--- config.mk ---
export PLATFORM = sky130hd
export DESIGN_NAME = fifo_memory
export DESIGN_NICKNAME = d
export VERILOG_FILES = /design/src/rtl/fifo_pkg.sv /design/src/rtl/fifo_ram.sv /design/src/rtl/fifo_memory.sv
export SDC_FILE = /design/constraint.sdc
export NUM_CORES = 1
export LEC_CHECK = 0
export ABC_AREA = 0
export CAP_MARGIN = 20
export CELL_PAD_IN_SITES_DETAIL_PLACEMENT = 1
export CELL_PAD_IN_SITES_GLOBAL_PLACEMENT = 2
export CORE_MARGIN = 4
export CORE_UTILIZATION = 30
export DETAILED_ROUTE_END_ITERATION = 12
export GPL_ROUTABILITY_DRIVEN = 0
export GPL_TIMING_DRIVEN = 0
export PLACE_DENSITY = 0.57
export SLEW_MARGIN = 20
export SYNTH_ARGS = -nofsm -noshare
export SYNTH_HDL_FRONTEND = slang
export SYNTH_HIERARCHICAL = 1
export SYNTH_SLANG_ARGS = --single-unit
--- constraint.sdc ---
create_clock -name clk -period 3.7 [get_ports clk]
set_clock_uncertainty 0.15 [all_clocks]
set_input_delay 0.37 -clock clk [delete_from_list [all_inputs] [get_ports clk]]
set_output_delay 0.37 -clock clk [all_outputs]
set_load 0.005 [all_outputs]
--- src/rtl/fifo_pkg.sv ---
// Shared sizing constants and pointer type for the single-clock FIFO.
// Pointers carry one extra MSB used as a wrap flag to tell full from empty.
package fifo_pkg;

    localparam int DEFAULT_DATA_WIDTH = 8;
    localparam int DEFAULT_ADDR_WIDTH = 5;

    function automatic int fifo_depth(input int addr_width);
        return 1 << addr_width;
    endfunction

    localparam int DEFAULT_DEPTH = fifo_depth(DEFAULT_ADDR_WIDTH);

    typedef logic [DEFAULT_ADDR_WIDTH:0] ptr_t;

endpackage

--- src/rtl/fifo_ram.sv ---
// Simple dual-port register array: one write port, one registered read port.
// Only the read register is reset; storage contents are left untouched.
module fifo_ram #(
    parameter int DATA_WIDTH = 8,
    parameter int ADDR_WIDTH = 5,
    parameter int DEPTH      = 32
) (
    input  logic                  clk,
    input  logic                  rst,
    input  logic                  write_en,
    input  logic [ADDR_WIDTH-1:0] write_addr,
    input  logic [DATA_WIDTH-1:0] write_word,
    input  logic                  read_en,
    input  logic [ADDR_WIDTH-1:0] read_addr,
    output logic [DATA_WIDTH-1:0] read_word
);

    logic [DATA_WIDTH-1:0] mem [DEPTH];

    always_ff @(posedge clk) begin
        if (write_en) begin
            mem[write_addr] <= write_word;
        end
    end

    // The read register holds its value between accepted reads.
    always_ff @(posedge clk) begin
        if (rst) begin
            read_word <= '0;
        end else if (read_en) begin
            read_word <= mem[read_addr];
        end
    end

endmodule

--- src/rtl/fifo_memory.sv ---
// Single-clock FIFO: pointer and flag logic around a fifo_ram storage array.
// Flags are combinational from the registered pointers; reads have one cycle latency.
module fifo_memory
    import fifo_pkg::*;
#(
    parameter int DATA_WIDTH = DEFAULT_DATA_WIDTH,
    parameter int ADDR_WIDTH = DEFAULT_ADDR_WIDTH
) (
    input  logic                  clk,
    input  logic                  rstn,
    input  logic                  write_enable,
    input  logic                  read_enable,
    input  logic [DATA_WIDTH-1:0] write_data,
    output logic [DATA_WIDTH-1:0] read_data,
    output logic                  full,
    output logic                  empty
);

    localparam int DEPTH = fifo_depth(ADDR_WIDTH);

    logic [ADDR_WIDTH:0] wr_ptr;
    logic [ADDR_WIDTH:0] rd_ptr;
    logic                write_accept;
    logic                read_accept;

    // Same address with opposite wrap flags means the writer is a full lap ahead.
    assign empty = (wr_ptr == rd_ptr);
    assign full  = (wr_ptr[ADDR_WIDTH-1:0] == rd_ptr[ADDR_WIDTH-1:0]) &&
                   (wr_ptr[ADDR_WIDTH] != rd_ptr[ADDR_WIDTH]);

    assign write_accept = write_enable && !full;
    assign read_accept  = read_enable && !empty;

    always_ff @(posedge clk) begin
        if (rstn) begin
            wr_ptr <= '0;
            rd_ptr <= '0;
        end else begin
            if (write_accept) begin
                wr_ptr <= wr_ptr + 1'b1;
            end
            if (read_accept) begin
                rd_ptr <= rd_ptr + 1'b1;
            end
        end
    end

    fifo_ram #(
        .DATA_WIDTH(DATA_WIDTH),
        .ADDR_WIDTH(ADDR_WIDTH),
        .DEPTH     (DEPTH)
    ) u_ram (
        .clk       (clk),
        .rst       (rstn),
        .write_en  (write_accept && !rstn),
        .write_addr(wr_ptr[ADDR_WIDTH-1:0]),
        .write_word(write_data),
        .read_en   (read_accept),
        .read_addr (rd_ptr[ADDR_WIDTH-1:0]),
        .read_word (read_data)
    );

endmodule

; ---- After elaboration in Yosys (flattened, before gate mapping)
; Memories as Yosys holds them, arrays and structs flattened. A register that Yosys moved wholly into a read port is not among the register bits.
; Index checks and enable logic that the tools add are counted.
[word_totals]
regBits = 12
out_inout_bits = 10
memories = 1
inputBits = 12
ramBits = 256
elab_cells = 17
[mem_list]
columns = memory, words, width, rd, rd_clocked_by_memory_dff, wr, line_no
row1 = u_ram.mem, 32, 8, 1, 1, 1, fifo_ram.sv:18  ; logic [DATA_WIDTH-1:0] mem [DEPTH];
[classes]
eq_ne = 3
mux = 2
add_sub_neg = 2
n_reduce_logical = 7
[op_table]
columns = cell, count
row1 = "adder 6 x 1 -> 6 bit, second input constant", 2
row2 = equality test 6 bit, 1
row3 = equality test 5 bit, 1
row4 = logical AND 1 bit, 4
row5 = zero test 1 bit, 3
row6 = two-way mux 1 bit, 2
row7 = != test 1 bit, 1

; ---- Depth between registers and ports, before layout
[depth]
depth_word = 7
depth_mapped = 8
mapped_depth_nobuf = 6

; ---- Modules after synthesis
; Netlist, hierarchy kept.
[modules_own_cells]
columns = mod, seq_area_each_um2, n_inst, cells_per_inst, area_each_um2
row1 = fifo_ram, 7847.5, 1, 601, 10382.5
row2 = fifo_memory, 240.2, 1, 75, 648.1

; ---- Least setup slack after synthesis
; No wires, ideal clock.
[synth_path]
kind = flip-flop to flip-flop
startpoint = register wr_ptr[3]
endpoint = memory u_ram.mem[28][0], enable pin
arrival_ns = 2.104
setup_time_ns = 0.370
required_ns = 3.180
path_slack_ns = 1.076
n_path_buf = 1
period_less_slack_ns = 2.624
stages_incl_launch_ff = 7
path_cell_list = dfxtp_1 -> xor2_2 -> o31ai_1 -> nor2_1 -> or3b_2 -> clkbuf_1 -> nor2_1
[synth_between]
elab_chain_cells = 7
[synth_lines]
columns = element, line_no
row1 = from (decl), fifo_memory.sv:21  ; logic [ADDR_WIDTH:0] wr_ptr;
row2 = from (signal assigned), fifo_memory.sv:40  ; wr_ptr <= wr_ptr + 1'b1;
row3 = equality test 5 bit, fifo_memory.sv:28  ; assign full = (wr_ptr[ADDR_WIDTH-1:0] == rd_ptr[ADDR_WIDTH-1:0]) &&
row4 = logical AND 1 bit, fifo_memory.sv:28
row5 = zero test 1 bit, fifo_memory.sv:31  ; assign write_accept = write_enable && !full;
row6 = logical AND 1 bit, fifo_memory.sv:31
row7 = logical AND 1 bit, fifo_memory.sv:55  ; .write_en (write_accept && !rstn),
row8 = two-way mux 1 bit, fifo_ram.sv:21  ; if (write_en) begin
row9 = two-way mux 1 bit (implied by the code), fifo_ram.sv:22  ; mem[write_addr] <= write_word;
row10 = to (decl), fifo_ram.sv:18
; Several ways; a longest one is shown, not always the timed one.

; ---- Final worst setup path
[layout_path]
startpoint = register wr_ptr[2]
endpoint = memory u_ram.mem[1][3], enable pin
; Same word-level chain as after synthesis.

==> results.sh <==
export IMPL_synth_area_leaders="edfxtp_1 70%, mux2i_1 12%, a22oi_1 4.4%"
export IMPL_worst_path_largest_cell_delay_ns=0.90
export IMPL_dp_hpwl_um=20560
export IMPL_final_core_utilization_pct=35.34
export IMPL_irDropWorstVdd_v=0.0004022
export IMPL_layout_commonest_cell="edfxtp_1"
export IMPL_start_util_pct=30.71
export IMPL_holdBufCountCts=0
export IMPL_route_met3_wl_um=1158
export IMPL_crit_family="simple AND/OR/NAND/NOR gates"
export IMPL_power_density_mw_per_mm2=572.6
export IMPL_grt_max_degree=33
export IMPL_overflow=0
export IMPL_ys_warn_count=6
export IMPL_rows=69
export IMPL_status="completed"
export IMPL_layout_area_overhead_vs_synth_pct=15.06
export IMPL_cts_buffers=31
export IMPL_switching_share_pct=24.84
export IMPL_seq_power_share_pct=48.0
export IMPL_clock_latency_ns=0.55
export IMPL_cts_sinks=276
export IMPL_mostFrequentLayoutCells="256 x edfxtp_1, 130 x mux2i_1, 64 x a22oi_1, 54 x nor2_1, 40 x a21oi_1"
export IMPL_layout_drive_gt1_share_pct=9.441
export IMPL_antenna_found_initial=0
export IMPL_route_met2_wl_um=14770
export IMPL_required_ns=3.72
export IMPL_synth_top_cell_by_area="edfxtp_1"
export IMPL_ys_flop_type="edfxtp_1"
export IMPL_dpl_worst_slack_ns=0.04996
export IMPL_highest_layer="met4"
export IMPL_cts_max_path_buffers=3
export IMPL_crit_top_cell="nor2_1"
export IMPL_met1Wirelength_um=13710
export IMPL_die_y_um=199.8
export IMPL_placed_cells=1158
export IMPL_cts_setup_buffers=0
export IMPL_wl_um=30130
export IMPL_clockPowerShare_pct=37.9
export IMPL_pin_count=22
export IMPL_ant_nets=0
export IMPL_numPortBuffers=21
export IMPL_synth_avg_cell_area_sq_um=16.32
export IMPL_p_leak_nw=3.855
export IMPL_timing_slew_headroom_pct=39.40
export IMPL_critPathArrivalTime_ns=3.57
export IMPL_wire_per_inst_um=24.82
export IMPL_drv_cap=0
export IMPL_p_sw_mw=1.805
export IMPL_vias=6092
export IMPL_max_freq_mhz=281.2
export IMPL_finalSetupViolCount=0
export IMPL_ys_types=31
export IMPL_finalNonFillerCells=1214
export IMPL_drtPass1Iterations=5
export IMPL_synth_seq_area_share_pct=73.32
export IMPL_hold_violations=0
export IMPL_cp_max_fo=12
export IMPL_fp_coreArea_sq_mm=0.03591
export IMPL_syn_inst=676
export IMPL_routed_via_density=5.018
export IMPL_slew_violations=0
export IMPL_cts_clk_slew_worst_paths_ns=0.06
export IMPL_drc=0
export IMPL_tns_ns=0
export IMPL_tightest_slew_ns=0.9056
export IMPL_rsz0062_at_grt="false"
export IMPL_worstPathCellList="xnor2_1 > nand4_1 > o31ai_1 > nor2_1 > nand3b_1 > nor2_1"
export IMPL_grt_pass1_wl_um=44370
export IMPL_die_w_um=199.8
export IMPL_critPathKind="register to register"
export IMPL_hp_class="input pin to register"
export IMPL_worst_setup_path_end_kind="register"
export IMPL_period_minus_slack_ns=3.556
export IMPL_finalCritPeriodShare_pct=96.12
export IMPL_syn_num_nets=690
export IMPL_grt_pass1_vias=6523
export IMPL_cp_num_buf_inv=0
export IMPL_cts_tree="built"
export IMPL_synth_area_sq_mm=0.01103
export IMPL_htreeDepth=1
export IMPL_setup_ws_ns=0.1435
export IMPL_drt_initial_drc_count=350
export IMPL_die_area_sq_mm=0.03990
export IMPL_grt_total_usage_pct=15.17
export IMPL_hold_ws_ns=0.2492
export IMPL_fin_nets=743
export IMPL_ys_ff_latch=276
export IMPL_startpoint_type="register"
export IMPL_num_fill_cells=3685
export IMPL_internal_power_mw=5.462
export IMPL_synth_edf_count=256
export IMPL_synth_top_area_share_pct=69.69
export IMPL_combPwrFrac_pct=14.2
export IMPL_cts_root_buffer_cell="clkbuf_16"
export IMPL_crit_slowest_cell="nor2_1"
export IMPL_ys_async_sr_fraction_pct=0
## worst paths after layout
check	from	end	slack, ns	depth (start not counted)
hold / removal	write_data[0]	u_ram/mem[31][0]	0.25	1
setup reg to reg	wr_ptr[2]	u_ram/mem[1][3]	0.14	6
setup / recovery	wr_ptr[2]	u_ram/mem[1][3]	0.14	6
hold reg to reg	u_ram/read_word[6]	u_ram/read_word[6]	0.35	2
## cells in the mapped netlist, drive strengths merged, types with 6 or more instances
library cell / count
a211oi: 8
mux2i: 130
nor2: 56
or4: 9
xnor2: 11
dfxtp: 20
a21oi: 40
buf: 18
clkbuf: 20
nand4: 6
a22oi: 64
edfxtp: 256
## cell type report
| type | instances | area (sq um) | share of cell area (%) |
|---|---|---|---|
| flip-flops and latches | 276 | 8088 | 63.72 |
| multi-input cells | 361 | 2726 | 21.48 |
| clock buffers | 35 | 790.8 | 6.230 |
| well taps | 461 | 576.8 | 4.545 |
| plain buffers | 37 | 214.0 | 1.686 |
| repair buffers | 21 | 170.2 | 1.341 |
| clock inverters | 21 | 120.1 | 0.9464 |
| inverters | 1 | 3.754 | 0.02957 |
| diodes | 1 | 2.502 | 0.01972 |
## power groups by stage
stage	clock (mW)	sequential [mW]	combinational [mW]
floorplan	0	3.54	0.680
global placement	0	3.55	1.03
detailed placement	0	3.55	1.04
CTS	2.84	3.49	1.05
global route	2.99	3.49	1.10
finish	2.75	3.48	1.03
## repair_timing
action | 4_1_cts | 5_1_grt
resized for setup | 0 | 2
hold endpoints to repair | 0 | 0
setup endpoints to repair | 0 | 48
## flip-flops by register name, indices dropped and copies added (netlist names)
signal and cells:
u_ram/read_word 8, wr_ptr 6, u_ram/mem 256, rd_ptr 6
## kinds of logic after synthesis
kind of cell,synth area share (%)
fa+ha+maj,0.2268
mux,11.80
compound gates,6.999
xor+xnor,1.259
buf+inv,2.008
flops,73.32
simple gates,4.390
## layer usage
metal	up-vias	GRT usage [%]
met4	0	2.818
met2	111	25.82
met1	3188	20.83
met5	-	0
li1	2761	-
met3	32	2.551
## metrics by stage
stage,area (sq um),power (mW)
after detailed placement,11780,4.596
final,12690,7.267
after global placement,11820,4.581
after CTS,12690,7.372
after floorplan,11030,4.216
after global routing,12690,7.581
Note: power is estimated with default switching activity, not from simulation.
